### config.mk
export PLATFORM = sky130hd
export DESIGN_NAME = paging_mapper
export DESIGN_NICKNAME = d
export VERILOG_FILES = /design/src/rtl/paging_mapper.sv
export SDC_FILE = /design/constraint.sdc
export NUM_CORES = 1
export LEC_CHECK = 0
export ABC_AREA = 1
export CORE_MARGIN = 4
export CORE_UTILIZATION = 45
export CTS_BUF_LIST = sky130_fd_sc_hd__clkbuf_4
export CTS_CLUSTER_DIAMETER = 100
export DETAILED_ROUTE_END_ITERATION = 10
export PLACE_DENSITY = 0.87
export SLEW_MARGIN = 20
export SYNTH_ARGS = -nofsm -noshare
export SYNTH_HDL_FRONTEND = slang
export SYNTH_SLANG_ARGS = --single-unit
### constraint.sdc
create_clock -name CLK -period 2.44 [get_ports CLK]
set_input_delay 0.488 -clock CLK [delete_from_list [all_inputs] [get_ports CLK]]
set_output_delay 0.488 -clock CLK [all_outputs]
set_load 0.02 [all_outputs]
### src/rtl/paging_mapper.sv
// paging_mapper: responder for SMS-style mapper register writes plus the
// combinational CPU address translator for ROM, cartridge RAM and system RAM.
// Optional feature macro: CART_RAM_EN. When it is defined, ctrl[3] maps slot 2
// (0x8000-0xBFFF) to cartridge RAM, and ctrl[2] selects the cartridge RAM page.
module paging_mapper #(
  parameter int ROM_BANK_BITS = 5,
  parameter int SETTLE_CYCLES = 2
) (
  input  logic                      CLK,
  input  logic                      RST,
  input  logic                      paging_RQ,
  input  logic                      MREQ,
  input  logic                      Rd_Wr,
  input  logic [15:0]               addr,
  input  logic [7:0]                data_in,
  output logic                      flush0,
  output logic                      busy,
  output logic                      rom_sel,
  output logic [ROM_BANK_BITS+13:0] rom_addr,
  output logic                      cart_ram_sel,
  output logic [14:0]               cart_ram_addr,
  output logic                      sys_ram_sel,
  output logic [12:0]               sys_ram_addr
);

  // The counter is always at least one bit wide, so SETTLE_CYCLES = 0 still elaborates.
  localparam int CNT_W = (SETTLE_CYCLES > 1) ? $clog2(SETTLE_CYCLES + 1) : 1;

  typedef enum logic [2:0] {
    S_IDLE,
    S_WRITE,
    S_SETTLE,
    S_DONE,
    S_RELEASE
  } state_t;

  state_t                   r_state;
  state_t                   w_state_next;
  logic [CNT_W-1:0]         r_cnt;
  logic [CNT_W-1:0]         w_cnt_next;
  logic                     w_capture;
  logic                     w_write_en;

  // The request is captured while IDLE, so later changes on the bus cannot affect the write.
  logic [1:0]               r_hold_addr;
  logic [7:0]               r_hold_data;
  logic                     r_hold_hit;
  logic                     w_hit;

  // Bank registers are only ROM_BANK_BITS wide, so bank numbers wrap on the write.
  logic [7:0]               r_ctrl;
  logic [ROM_BANK_BITS-1:0] r_bank0;
  logic [ROM_BANK_BITS-1:0] r_bank1;
  logic [ROM_BANK_BITS-1:0] r_bank2;
  logic [ROM_BANK_BITS-1:0] w_bank_data;

  logic [1:0]               w_slot;
  logic                     w_low_fixed;
  logic                     w_cart;
  logic [ROM_BANK_BITS-1:0] w_bank;
  logic                     w_unused;

  assign w_hit       = (addr[15:2] == 14'h3FFF) && MREQ && !Rd_Wr;
  assign w_bank_data = ROM_BANK_BITS'(r_hold_data);

  // FSM state and settle counter registers
  always_ff @(posedge CLK or posedge RST) begin
    if (RST) begin
      r_state <= S_IDLE;
      r_cnt   <= '0;
    end else begin
      r_state <= w_state_next;
      r_cnt   <= w_cnt_next;
    end
  end

  // Next-state logic, settle countdown and the handshake outputs
  always_comb begin
    w_state_next = r_state;
    w_cnt_next   = r_cnt;
    w_capture    = 1'b0;
    w_write_en   = 1'b0;
    flush0       = 1'b0;
    busy         = 1'b1;
    case (r_state)
      S_IDLE: begin
        busy = 1'b0;
        if (paging_RQ) begin
          w_capture    = 1'b1;
          w_state_next = S_WRITE;
        end
      end
      S_WRITE: begin
        // If the request was not a mapper-register write, only the handshake completes.
        w_write_en = r_hold_hit;
        if (SETTLE_CYCLES > 0) begin
          w_state_next = S_SETTLE;
          w_cnt_next   = CNT_W'(SETTLE_CYCLES);
        end else begin
          w_state_next = S_DONE;
        end
      end
      S_SETTLE: begin
        if (r_cnt <= CNT_W'(1)) begin
          w_cnt_next   = '0;
          w_state_next = S_DONE;
        end else begin
          w_cnt_next = r_cnt - CNT_W'(1);
        end
      end
      S_DONE: begin
        flush0       = 1'b1;
        w_state_next = S_RELEASE;
      end
      S_RELEASE: begin
        // Wait here until the requester drops its request, so one request is serviced only once.
        if (!paging_RQ) begin
          w_state_next = S_IDLE;
        end
      end
      default: begin
        w_state_next = S_IDLE;
      end
    endcase
  end

  // Capture the request target and data when a request is accepted
  always_ff @(posedge CLK or posedge RST) begin
    if (RST) begin
      r_hold_addr <= '0;
      r_hold_data <= '0;
      r_hold_hit  <= 1'b0;
    end else if (w_capture) begin
      r_hold_addr <= addr[1:0];
      r_hold_data <= data_in;
      r_hold_hit  <= w_hit;
    end
  end

  // Mapper register file; registers are updated only in the WRITE state
  always_ff @(posedge CLK or posedge RST) begin
    if (RST) begin
      r_ctrl  <= 8'h00;
      r_bank0 <= ROM_BANK_BITS'(0);
      r_bank1 <= ROM_BANK_BITS'(1);
      r_bank2 <= ROM_BANK_BITS'(2);
    end else if (w_write_en) begin
      case (r_hold_addr)
        2'd0:    r_ctrl  <= r_hold_data;
        2'd1:    r_bank0 <= w_bank_data;
        2'd2:    r_bank1 <= w_bank_data;
        default: r_bank2 <= w_bank_data;
      endcase
    end
  end

  assign w_slot      = addr[15:14];
  assign w_low_fixed = (addr[15:10] == 6'd0);

`ifdef CART_RAM_EN
  assign w_cart        = (w_slot == 2'b10) && r_ctrl[3];
  assign cart_ram_addr = {r_ctrl[2], addr[13:0]};
`else
  assign w_cart        = 1'b0;
  assign cart_ram_addr = '0;
`endif

  // Without cartridge RAM, ctrl is stored but nothing reads it.
  assign w_unused = ^r_ctrl;

  // Decode the address into a single active select and the matching ROM bank
  always_comb begin
    rom_sel      = 1'b0;
    sys_ram_sel  = 1'b0;
    cart_ram_sel = 1'b0;
    w_bank       = '0;
    case (w_slot)
      2'b00: begin
        // The first 1KB always comes from bank 0, so interrupt vectors remain available.
        rom_sel = 1'b1;
        w_bank  = w_low_fixed ? '0 : r_bank0;
      end
      2'b01: begin
        rom_sel = 1'b1;
        w_bank  = r_bank1;
      end
      2'b10: begin
        cart_ram_sel = w_cart;
        rom_sel      = !w_cart;
        w_bank       = r_bank2;
      end
      default: begin
        // Mapper-register writes also land here; system RAM still receives them.
        sys_ram_sel = 1'b1;
      end
    endcase
  end

  assign rom_addr     = {w_bank, addr[13:0]};
  assign sys_ram_addr = addr[12:0];

endmodule

# == Word level (Yosys, flattened, before mapping) ==
# Cells that the tools add are included.
# word_totals
regBits,28
input_bits,29
output_inout_bits,52
wordCells,52
# op_classes
add_sub_neg,1
order_cmp,1
eq_ne,12
mux,15
bitwise_logic,1
n_reduce_logical,14
# op_table
cell,n
case mux 3 bit (5 select lines),1
case mux 5 bit (3 select lines),1
== test 14 bit (second input constant),1
2-to-1 mux 3 bit,3
2-to-1 mux 1 bit,7
== test 3 x 2 -> 1 bit (second input constant),2
zero test 6 bit,1
!= test 2 bit (second input constant),3
AND reduction 2 bit,3
OR reduction 3 bit,2
2-to-1 mux 5 bit,1
== test 2 x 1 -> 1 bit (second input constant),2
== test 2 bit (second input constant),2
zero test 2 bit,2
case mux 2 bit (2 select lines),1
== test 3 x 1 -> 1 bit (second input constant),1
== test 3 bit (second input constant),1
zero test 3 bit,1
AND reduction 3 bit,1
<= comparator 2 x 1 -> 1 bit (second input constant),1
logical AND 1 bit,2
2-to-1 mux 2 bit,1
nonzero test 2 bit,1
subtractor 2 x 1 -> 2 bit (second input constant),1
other kinds (2),2

# == Logic depth before layout (Yosys ltp) ==
# Gate-level depths: netlist of run 1.
# depth
depth_word,4
depth_mapped,7
mapped_depth_nobuf,7

# == Worst setup path before layout of run 1 ==
# No wires, ideal clock.
# synth_path
path_kind,input -> output
start,input port addr[14]
end,output port rom_addr[14]
arrival_ns,1.126
required_ns,1.952
path_slack_ns,0.826
stages,4
path_cell_list,buf_2 > nor2_1 > nand3_1 > nand3_1
# synth_via
elab_chain_cells,3
word_cells_on_any_way,6
cone_classes,eq/ne: 2; mux: 2; reduce/logical: 2
# synth_lines
element,line,text
start: declaration,14,"input logic [15:0] addr,"
zero test 6 bit,158,assign w_low_fixed = (addr[15:10] == 6'd0);
2-to-1 mux 5 bit,181,w_bank = w_low_fixed ? '0 : r_bank0;
case mux 5 bit (3 select lines) (*),177,case (w_slot)
end: declaration,19,"output logic [ROM_BANK_BITS+13:0] rom_addr,"
# Every way passes the cells marked *; elsewhere a longest branch is shown, timed or not.

# == Worst setup path in the final report of run 1 ==
# layout_path
start,input port addr[15]
end,output port sys_ram_sel
# layout_via
elab_chain_cells,3
word_cells_on_any_way,5
cone_classes,eq/ne: 2; mux: 1; reduce/logical: 2
# layout_lines
element,line,text
"== test 2 bit, or another cell as far along",177,
OR reduction 3 bit (no line) (*),--,
2-to-1 mux 1 bit (*),177,
end: declaration,22,"output logic sys_ram_sel,"
# Marks and branches as above.

==> results_dict.tcl, run 1 <==
set metrics [dict create \
    fin_crit_sh 0.953 \
    grt_max_degree 29 \
    muxShareOfSynthArea 0 \
    max_freq_mhz 430 \
    vias_per_cell 4.51 \
    wl_per_cell_um 11.1 \
    yosysTopAreaCell "dfrtp_1" \
    clk_latency_ns 0.32 \
    drive_gt1_frac 0.0698 \
    grt_pass1_wl_mm 5.89 \
    critPathRequiredTime_ns 1.95 \
    whs_ns 0.475 \
    routed_wl_mm 3.38 \
    drv_slew 0 \
    final_util 0.621 \
    groute.usage.overall 0.145 \
    initialDrtViolationCount 44 \
    worstSetupPathType "input pin to primary output" \
    synth_top_area_share 0.385 \
    cts_setup_buffers 0 \
    worstPathArrival_ns 1.84 \
    fillers 325 \
    yosys.area_share.xor_xnor 0 \
    yosysSeqAreaShare 0.416 \
    cts.sinks 28 \
    startpoint_type "input pin" \
    dr.pass1.iters 4 \
    status "finished, final reports clean" \
    synthCells 217 \
    hold_viol_final 0 \
    synth_cell_types 18 \
    synth_top_family_by_area "simple AND/OR/NAND/NOR gates" \
    hold_class "flop to flop" \
    p_leak_uw 0.00114 \
    dieArea_um2 4800 \
    min_period_ns 2.33 \
    finalSetupViolCount 0 \
    grt_pass1_vias 1319 \
    clk_pin_slew_ns 0.13 \
    die_w_um 69.3 \
    cts_tree "yes" \
    core_area_um2 3470 \
    synth_seq_cells 28 \
    die_y_um 69.3 \
    portBuffers 61 \
    avgSynthCellArea_um2 7.78 \
    max_stage_delay_ns 0.59 \
    critPathCaptureType "primary output" \
    hpwl_mm 2.74 \
    cap_violations 0 \
    synth_area_leaders "dfrtp_1 (39%), buf_4 (19%), nand2_1 (15%), nand3_1 (12%), dfstp_2 (3.1%)" \
    yosys_warnings 0 \
    grt_overflow 0 \
    drcViolationCount 0 \
    insertedDiodeCount 0 \
    gp_congestion 0.813 \
    synthToLayoutAreaGrowth_pct 27.5 \
    root_buffer "clkbuf_4" \
    numCtsBuffers 3 \
    syn_area_um2 1690 \
    ir_drop_v 0.000420 \
    cpMostUsedCell "clkdlybuf4s50_1" \
    clock-skew-final_ns 0.00290 \
    synthAdderAreaFrac 0 \
    initial_core_util 0.487 \
    rows 21 \
    clockBufferDepth 2 \
    io-pin-count 81 \
    ant_nets 0 \
    yosys.area_share.simple 0.322 \
    antenna_found_initial 0 \
    crit_slowest_cell "clkdlybuf4s50_1" \
    cts_htree_levels 1 \
    cp_num_buf_inv 3 \
    synth_compound_area_frac 0.0222 \
    finalNetCount 288 \
    rsz0062_at_grt "false" \
    cp_cell_sequence "clkdlybuf4s50_1, nand2_1, inv_1, clkdlybuf4s50_1" \
    vias 1371 \
    crit_path_max_fanout 4 \
    crit_family "buffers and inverters" \
    powerDensity_nw_per_um2 645 \
]
[layout make-up]
type	count	area, um^2	area share
Tap cell	46	57.6	0.0267
Inverter	14	52.6	0.0244
Clock inverter	1	3.75	0.00174
Sequential cell	28	703	0.327
Multi-Input combinational cell	144	649	0.302
Timing Repair Buffer	68	664	0.309
Clock buffer	3	22.5	0.0105
[kinds of logic (layout without fill, tap and decap cells)]
logic type | Yosys count | after routing
buffers and inverters | 60 | 86
and+or+nand+nor | 122 | 122
other | 1 | 16
DFF | 28 | 28
AOI/OAI and AO/OA | 6 | 6
[metrics by stage]
stage	total power [uW]	std cells	setup WS, ns	setup TNS [ns]	cell area [um^2]
CTS	1400	304	-0.0335	-0.0513	2140
finish	1390	304	0.115	0	2150
global route	1490	304	0.0645	0	2150
global placement	1190	300	-0.0525	-0.251	2120
floorplan	1040	232	0.826	0	1750
detailed placement	1210	300	-0.0977	-0.435	2120
[worst register-to-register path: stages, from the launching register on]
cell and delay (ns):
dfrtp_1 0.45, inv_1 0.14, nand3_4 0.12, nor2_8 0.22, nand2_1 0.17, nand2_1 0.09
nand2_1 0.05
[power by group]
part / internal (uW) / switching [uW] / leakage, uW / total [uW]
combinational: 214 / 325 / 0.000763 / 539
clock: 60.0 / 126 / 0.0000154 / 186
sequential: 558 / 106 / 0.000366 / 665
[sequential cells by signal, indices dropped and copies added, names as in the netlist]
signal	count
r_bank1	5
r_bank0	5
r_hold_addr	2
r_cnt	2
r_hold_data	5
r_hold_hit	1
r_state	3
r_bank2	5
[Yosys cell counts (all sizes together)]
library cell  number
conb               1
o211a              1
dfstp              2
buf               46
nand2             69
o21ai              3
nand3             40
o22ai              2
dfrtp             26
nor2              13
inv               14
[final timing paths]
check                                 from          end  slack (ns)  cells after the start
worst max-delay path              addr[15]  sys_ram_sel        0.11                      4
max in group asynchronous              RST   r_bank1[0]        1.64                      3
worst min-delay path            r_bank2[1]   r_bank2[1]        0.47                      2
worst max register to register  r_state[2]   r_bank0[4]        1.10                      6
worst min register to register  r_bank2[1]   r_bank2[1]        0.47                      2
min in group asynchronous              RST   r_bank2[0]        0.51                      3
[repair_timing]
action,in CTS,in global routing
gates cloned,0,0
hold buffers,0,0
endpoints found under the setup margin,5,2
pin swaps,0,0
gates resized for setup,4,3
[cell usage in the layout, fill, tap and decap left out, types with 2 or more instances in the layout]
cell type and instances:
clkbuf_4 3, nor2_4 2, buf_4 7, inv_2 2, dfstp_2 2, nand2_1 69
nand3_1 39, conb_1 16, dlymetal6s2s_1 2, inv_1 12, o21ai_1 2, clkdlybuf4s50_1 56
nor2_1 10, o22ai_1 2, dfrtp_1 26, dlygate4sd2_1 3
[routing by layer]
layer	track usage	share of wire	vias to the layer above
met5	0	0	-
met4	0.0434	0.0030	0
met3	0.0275	0.055	3
met2	0.249	0.49	41
met1	0.183	0.45	615
li1	-	-	712
(Power assumes the default switching activity.)
==> inputs of run 2 (changes only) <==
--- a/config.mk
+++ b/config.mk
@@ -12,6 +12,7 @@
 export CTS_CLUSTER_DIAMETER = 100
 export DETAILED_ROUTE_END_ITERATION = 10
 export PLACE_DENSITY = 0.87
+export REMOVE_ABC_BUFFERS = 1
 export SLEW_MARGIN = 20
 export SYNTH_ARGS = -nofsm -noshare
 export SYNTH_HDL_FRONTEND = slang
==> run 2 against run 1 <==
Power about the same. Sequential cell count is the same. Register-to-register slack hardly changed. Via count is 2.7% higher. Final cell count unchanged. Die area stayed put. Sequential power about the same. Combinational power is essentially flat. First-iteration DRC count is 59% higher. Routed wire length up 3.6%. Clock skew grew 0.0021 ns. Design area is 0.46% lower. Largest power group unchanged.
==> results_dict.tcl, run 2 (synthesis gave the netlist of run 1 again) <==
set metrics [dict create \
    grt_pass1_vias 1317 \
    whs_ns 0.473 \
    ir_drop_v 0.000421 \
    finalSetupViolCount 0 \
    seqPwrFrac 0.480 \
    antenna_found_initial 0 \
    io-pin-count 81 \
    clk_pin_slew_ns 0.13 \
    gp_congestion 0.804 \
    pre_cts_ws_ns -0.148 \
    cap_violations 0 \
    cts_setup_buffers 0 \
    crit_family "buffers and inverters" \
    vias 1408 \
    wl_per_cell_um 11.5 \
    grt_overflow 0 \
    root_buffer "clkbuf_4" \
    core_area_um2 3470 \
    p_clk_frac 0.134 \
    min_period_ns 2.30 \
    hold_class "flop to flop" \
    setup_ws_ns 0.143 \
    dieArea_um2 4800 \
    cpMostUsedCell "clkdlybuf4s50_1" \
    hold_viol_final 0 \
    routed_wl_mm 3.50 \
    drive_gt1_frac 0.0698 \
    swShare 0.401 \
    max_freq_mhz 435 \
    drcViolationCount 0 \
    clockBufferDepth 2 \
    power_switching_uw 557 \
    mostFrequentLayoutCells "nand2_1 (69), clkdlybuf4s50_1 (55), nand3_1 (39), dfrtp_1 (26), conb_1 (16)" \
    critPathRequiredTime_ns 1.95 \
    die_w_um 69.3 \
    clock-skew-final_ns 0.00497 \
    cts.sinks 28 \
    clk_latency_ns 0.32 \
    fillers 318 \
    grt_pass1_wl_mm 5.98 \
    finalNetCount 288 \
    crit_path_max_fanout 7 \
    numCtsBuffers 3 \
    fin_setup_tns_ns 0 \
    p_leak_uw 0.00113 \
    insertedDiodeCount 0 \
    cp_cell_sequence "clkdlybuf4s50_1, buf_4, nand2_1, clkdlybuf4s50_1" \
    stdcell_area_um2 2140 \
    final_common_cell "nand2_1" \
    drv_slew 0 \
    intPower_uw 832 \
    worstPathArrival_ns 1.81 \
    dr.pass1.iters 5 \
    startpoint_type "input pin" \
    combPwrFrac 0.387 \
    fin_crit_sh 0.942 \
    grt_max_degree 29 \
    initialDrtViolationCount 70 \
    critPathCaptureType "primary output" \
    hpwl_mm 2.92 \
    vias_per_cell 4.63 \
    rows 21 \
    powerDensity_nw_per_um2 648 \
    max_stage_delay_ns 0.61 \
    cp_num_buf_inv 3 \
    portBuffers 61 \
    crit_slowest_cell "clkdlybuf4s50_1" \
    status "finished, final reports clean" \
    synthToLayoutAreaGrowth_pct 26.9 \
    placed_area_um2 2120 \
    cts_tree "yes" \
    worstSetupPathType "input pin to primary output" \
    final_util 0.618 \
    cts_hold_buf 0 \
    groute.usage.overall 0.148 \
    die_y_um 69.3 \
    ant_nets 0 \
    cts_htree_levels 1 \
    initial_core_util 0.487 \
    rsz0062_at_grt "false" \
]
[run 2: changes by cell type in the layout (fill, tap and decap cells not counted)]
cell,previous run,this run
nor2_2,0,1
dlymetal6s2s_1,2,1
nor2_4,2,1
dlygate4sd2_1,3,5
clkdlybuf4s50_1,56,55
[run 2: per-layer routing]
metal / track usage / up-vias / share of wire
li1: - / 712 / -
met5: 0 / - / 0
met2: 0.247 / 74 / 0.46
met3: 0.0377 / 6 / 0.099
met4: 0.0456 / 0 / 0.013
met1: 0.188 / 616 / 0.43
[run 2: final timing paths]
| path | startpoint | to | slack (ns) | depth (start not counted) |
|---|---|---|---|---|
| worst max-delay path | addr[14] | rom_sel | 0.14 | 4 |
| worst min-delay path | r_bank2[1] | r_bank2[1] | 0.47 | 2 |
| worst max register to register | r_state[2] | r_bank0[4] | 1.11 | 6 |
| worst min register to register | r_bank2[1] | r_bank2[1] | 0.47 | 2 |
| max in group asynchronous | RST | r_bank2[1] | 1.63 | 3 |
| min in group asynchronous | RST | r_state[2] | 0.50 | 3 |
[run 2: area by class of cell]
| class | count | area [um^2] | share of cell area |
|---|---|---|---|
| repair buffers | 68 | 659 | 0.308 |
| clock inverters | 1 | 3.75 | 0.00175 |
| flip-flops and latches | 28 | 703 | 0.328 |
| clock buffers | 3 | 22.5 | 0.0105 |
| inverters | 14 | 52.6 | 0.0245 |
| well taps | 46 | 57.6 | 0.0269 |
| multi-input cells | 144 | 644 | 0.301 |
[run 2: timing repair]
item,4_1_cts,5_1_grt
hold endpoints to repair,0,0
gates cloned,0,0
resized for setup,6,1
endpoints found under the setup margin,5,1
[run 2: through the flow]
step | instances | power (uW)
after global placement | 300 | 1190
final | 304 | 1390
after global routing | 304 | 1490
after floorplan | 186 | 957
after CTS | 304 | 1400
after detailed placement | 300 | 1210
[run 2: power by group through the flow]
stage               registers (uW)  logic [uW]  clock network [uW]
floorplan                      643         314                   0
global route                   685         599                 207
finish                         666         537                 186
CTS                            666         542                 192
detailed placement             674         539                   0
global placement               665         525                   0
[run 2: tightest hold or removal path: cells and delay by family (launching register included)]
kind | cells | cell delay [ns]
simple gates | 2 | 0.09
flops | 1 | 0.39
==> patch 1 (settings of run 2) <==
Add an input register stage for `paging_RQ`, with the module's reset; this delays it by one clock. The other inputs are not delayed to match.
--- a/src/rtl/paging_mapper.sv
+++ b/src/rtl/paging_mapper.sv
@@ -34,6 +34,16 @@
     S_RELEASE
   } state_t;
 
+  logic paging_RQ_q;
+
+  always_ff @(posedge CLK or posedge RST) begin
+    if (RST) begin
+      paging_RQ_q <= '0;
+    end else begin
+      paging_RQ_q <= paging_RQ;
+    end
+  end
+
   state_t                   r_state;
   state_t                   w_state_next;
   logic [CNT_W-1:0]         r_cnt;
@@ -85,7 +95,7 @@
     case (r_state)
       S_IDLE: begin
         busy = 1'b0;
-        if (paging_RQ) begin
+        if (paging_RQ_q) begin
           w_capture    = 1'b1;
           w_state_next = S_WRITE;
         end
@@ -114,7 +124,7 @@
       end
       S_RELEASE: begin
         // Wait here until the requester drops its request, so one request is serviced only once.
-        if (!paging_RQ) begin
+        if (!paging_RQ_q) begin
           w_state_next = S_IDLE;
         end
       end
Check against the original RTL: not equivalent (a bounded check fails within 4 cycles, from zero or initial values and one cycle with RST high).
==> patch 1 against run 2 <==
  * Sequential cell count up 1
  * Setup slack worse by 0.055 ns
  * Design area grew 2.8%
  * Critical path type unchanged
  * Total power is 27% higher
  * Largest cell class unchanged
  * Synthesized cell count rose by 2.3%
  * Critical path depth grew 3
  * Wire length shrank 0.66%
  * Synthesized area grew 2.6%
==> patch 1: results (changes against run 2) <==
Outcome
  • Status: complete, no violations

Pwr
  • Max VDD drop: 0.000437 V (+3.7%)
  • Lkg Pwr: 1.15 nW (+1.5%)
  • Tot Pwr: 1.76 mW (+27%)
  • Logic power comb: 682 uW (+27%)
  • P_seq: 797 uW (+20%)
  • Switching share of power: 40.2% (+0.064 points)

Synth
  • Unique masters post-synth: 21 (+3)
  • Synthesized area: 1730 um^2 (+2.6%)
  • Post-Syn Instances: 222 (+2.3%)
  • Post-synthesis sequential area ratio: 42.0% (+0.39 points)
  • Number of synthesis warnings: 0 (unchanged)
  • Area contributors post-synth: dfrtp_1 39%, buf_4 19%, nand2_1 15%
  • Commonest cells post-synth: 67 x nand2_1, 44 x buf_4, 29 x nand3_1, 27 x dfrtp_1, 19 x inv_1

Place
  • RD Place Congestion: 0.745 (-7.3%)
  • Hpwl dp: 2.75 mm (-5.6%)
  • Pre-CTS WS: -0.212 ns (-0.0645 ns)

Critical path
  • Crit-path max FO: 5 (-2)
  • Crit path DAT: 1.86 ns (+0.05 ns)
  • Crit-path max cell delay: 0.48 ns (-0.13 ns)

Final layout
  • Final Non-Filler Cells: 314 (+3.3%)
  • Layout cells sized above 1: 9.40% (+2.4 points)
  • Fill cell count: 342 (+7.5%)
  • Multi-input combinational cell count: 142 (-1.4%)
  • CLK BUF: 7 (+4)
  • Layout Nets: 294 (+2.1%)
  • Non-Clock Inverter Count: 21 (+7)
  • Area of the multi-input gates: 641 um^2 (-0.58%)
  • NonClk Buf Share: 29.0% (-1.7 points)
  • Clock-cell share of area: 2.56% (+1.3 points)
  • Final design utilization: 59.7% (-2.1 points)
  • Total inserted antenna cells: 0 (unchanged)
  • Sequential cell area share: 33.0% (+0.24 points)
  • Buffers, non-clock: 66 (-2.9%)

Worst hold path
  • WHS Path Cells: 2 (unchanged)

Clock network
  • CTS resizes: 5 (-1)
  • Cts bufs inserted: 5 (+2)
  • CTS clk-pin slew, worst paths: 0.08 ns (-0.05 ns)
  • Clock tree sinks: 29 (+3.6%)
  • Number of setup buffers added after CTS: 0 (unchanged)
  • H-tree depth: 2 (+1)

Routing
  • Avg WL per Cell: 11.1 um (-3.8%)
  • Drt first-iter violations: 47 (-33%)
  • Count of TritonRoute iterations in the first routing pass: 4 (-1)
  • Vias: 1454 (+3.3%)

GRT
  • Largest net degree at the start of global routing: 30 (+3.4%)
  • Vias in the first global route: 1418 (+7.7%)
  • First-pass GRT wire length: 5.84 mm (-2.3%)
  • Initial antenna violation count: 0 (unchanged)
  • Total Routing Usage GR: 14.9% (+0.051 points)

STA
  • Clock skew: 0.00556 ns (+0.000591 ns)
[patch 1: cell types whose count changed in the layout (fill, tap and decap cells not counted), sizes merged, moves of 4 or more]
cell    delta
clkbuf     +5
inv        +7
o21ai      +4
nand3      -9
[patch 1: final timing paths]
check,from,end,slack [ns]
setup / recovery,addr[14],rom_addr[15],0.09
hold / removal,r_bank1[1],r_bank1[1],0.48
setup reg to reg,r_state[2],r_bank2[4],1.09
hold reg to reg,r_bank1[1],r_bank1[1],0.48
max in group asynchronous,RST,r_bank2[1],1.60
min in group asynchronous,RST,r_state[1],0.53
[patch 1: routing by layer]
layer | vias to the layer above | track usage, % | part of all wire, %
met5 | - | 0 | 0
met4 | 0 | 5.11 | 1.4
met3 | 8 | 6.91 | 9.0
met2 | 77 | 23.3 | 45
met1 | 643 | 18.0 | 45
li1 | 726 | - | -
[patch 1: cell families after synthesis]
logic type / share of synthesized area [%]
and+or+nand+nor: 29.5
AOI/OAI and AO/OA: 3.97
buffers and inverters: 24.3
other: 0.216
DFF: 42.0
==> patch 2 (settings of run 2) <==
Without the edit above. The option `CART_RAM_EN` is turned on by a define.
--- a/src/rtl/paging_mapper.sv
+++ b/src/rtl/paging_mapper.sv
@@ -2,6 +2,8 @@
 // combinational CPU address translator for ROM, cartridge RAM and system RAM.
 // Optional feature macro: CART_RAM_EN. When it is defined, ctrl[3] maps slot 2
 // (0x8000-0xBFFF) to cartridge RAM, and ctrl[2] selects the cartridge RAM page.
+`define CART_RAM_EN
+
 module paging_mapper #(
   parameter int ROM_BANK_BITS = 5,
   parameter int SETTLE_CYCLES = 2
Formal check against the unedited RTL: not equivalent (a bounded check fails within 4 cycles, from zero or initial values and one cycle with RST high).
==> patch 2 against run 2 <==
  * Setup slack lost 0.070 ns
  * Synthesized area grew 4.6%
  * Design area grew 10%
  * Wire length grew 15%
  * Final cell count grew 7.2%
  * Total power grew 12%
  * First-iteration DRC count shrank 7.1%
  * Worst hold slack gained 0.0012 ns
  * Die area grew 4.1%
  * Sequential cell count grew 2
  * Highest routed layer unchanged
==> patch 2: results (changes against run 2) <==
Outcome
  • Status: complete, no violations

Clock network
  • CTS clk-pin slew, worst paths: 0.09 ns (-0.04 ns)
  • H-tree depth: 2 (+1)
  • Cts bufs inserted: 5 (+2)

Critical path
  • R2R cell count: 6 (unchanged)
  • Crit. Startpoint: addr[15]
  • Crit-path max FO: 4 (-3)
  • Crit path capture: cart_ram_sel
  • R2R Setup Slk: 0.95 ns (-0.16 ns)
  • Crit path DAT: 1.88 ns (+0.07 ns)
  • FF-to-FF Start: r_state[1]
  • R2R Path End: r_bank1[2]

STA
  • Clock skew: 0.0111 ns (+0.00618 ns)
  • Hold slack: 0.474 ns (+0.00115 ns)

Synth
  • Post-Synth Adder-Cell Area: 0% (unchanged)
  • Commonest register cell after synthesis: dfrtp_1
  • Number of synthesis warnings: 0 (unchanged)
  • Post-Syn Instances: 230 (+6.0%)
  • Commonest cells post-synth: 84 x nand2_1, 43 x buf_4, 30 x nand3_1, 28 x dfrtp_1
  • Area contributors post-synth: dfrtp_1 40%, buf_4 18%, nand2_1 18%
  • Post-synthesis sequential area ratio: 42.6% (+1.0 points)
  • Synth Area in XOR/XNOR: 0% (unchanged)
  • Unique masters post-synth: 19 (+1)
  • Synth Area in Compound Gates: 2.41% (+0.19 points)

Routing
  • Count of TritonRoute iterations in the first routing pass: 5 (unchanged)
  • Routed WL: 4.03 mm (+15%)
  • Vias per inst: 4.67 (+0.74%)
  • Met2 wire length: 1.91 mm (+18%)
  • WL met3: 337 um (-2.6%)
  • Avg WL per Cell: 12.3 um (+7.4%)
  • DRT met1 WL: 1.73 mm (+16%)
  • Drt first-iter violations: 65 (-7.1%)

Pwr
  • Lkg Pwr: 1.19 nW (+5.1%)
  • Internal Pwr Total: 947 uW (+14%)
  • Max VDD drop: 0.000482 V (+14%)

Place
  • RD Place Congestion: 0.830 (+3.2%)
  • Placed cells: 318 (+6.0%)
  • PortBufs: 77 (+26%)
  • Hpwl dp: 3.22 mm (+10%)

Final layout
  • Layout cells sized above 1: 9.35% (+2.4 points)
  • Layout Nets: 306 (+6.3%)
  • Fill cell count: 319 (+0.31%)

GRT
  • First-pass GRT wire length: 6.89 mm (+15%)
  • Met2 Use GR: 29.1% (+4.4 points)
  • Total Routing Usage GR: 17.1% (+2.2 points)
  • Vias in the first global route: 1504 (+14%)
  • Largest net degree at the start of global routing: 31 (+6.9%)
  • Met3 GRT Util: 3.84% (+0.067 points)
  • Initial antenna violation count: 0 (unchanged)
  • GRT Residual Overflow: 0 (unchanged)
  • GR Util met1: 21.1% (+2.4 points)

Worst hold path
  • Worst Hold Class: reg2reg
[patch 2: power by group through the flow]
| stage | registers, mW | logic, mW | clock network [mW] |
|---|---|---|---|
| 2_1_floorplan | 0.679 | 0.304 | 0 |
| 3_3_place_gp | 0.704 | 0.559 | 0 |
| 3_5_place_dp | 0.708 | 0.573 | 0 |
| 4_1_cts | 0.700 | 0.575 | 0.293 |
| 5_1_grt | 0.719 | 0.631 | 0.315 |
| 6_report | 0.703 | 0.570 | 0.282 |
[patch 2: kinds of logic (layout without fill, tap and decap cells)]
group | after synthesis | in the layout
compound gates | 7 | 7
simple gates | 134 | 134
flops | 30 | 30
buf+inv | 59 | 107
[patch 2: worst min path at each step]
stage	start	endpoint	depth (start not counted)
global placement	r_bank1[0]	r_bank1[0]	2
detailed placement	r_bank1[0]	r_bank1[0]	2
global route	r_bank0[4]	r_bank0[4]	2
finish	r_bank1[0]	r_bank1[0]	2
CTS	r_bank1[0]	r_bank1[0]	2
floorplan	r_bank1[1]	r_bank1[1]	2
[patch 2: repair_timing]
item	in CTS	in global routing
gates cloned	0	0
resized for setup	5	1
endpoints found under the setup margin	5	1
buffers inserted	0	0
[patch 2: layout make-up]
cell class,instances,share of cell area (%)
Timing Repair Buffer,84,34.6
Sequential cell,30,31.8
Multi-Input combinational cell,141,26.3
Tap cell,48,2.54
Inverter,15,2.38
Clock buffer,6,1.90
Clock inverter,2,0.370
[patch 2: metrics by stage]
stage                     power (mW)  instance area [um^2]  setup WS (ns)
after detailed placement        1.28                  2320         -0.116
after CTS                       1.57                  2360         0.0562
after global placement          1.26                  2320         -0.100
after floorplan                0.983                  1430          0.946
final                           1.55                  2370         0.0730
after global routing            1.67                  2370        0.00779
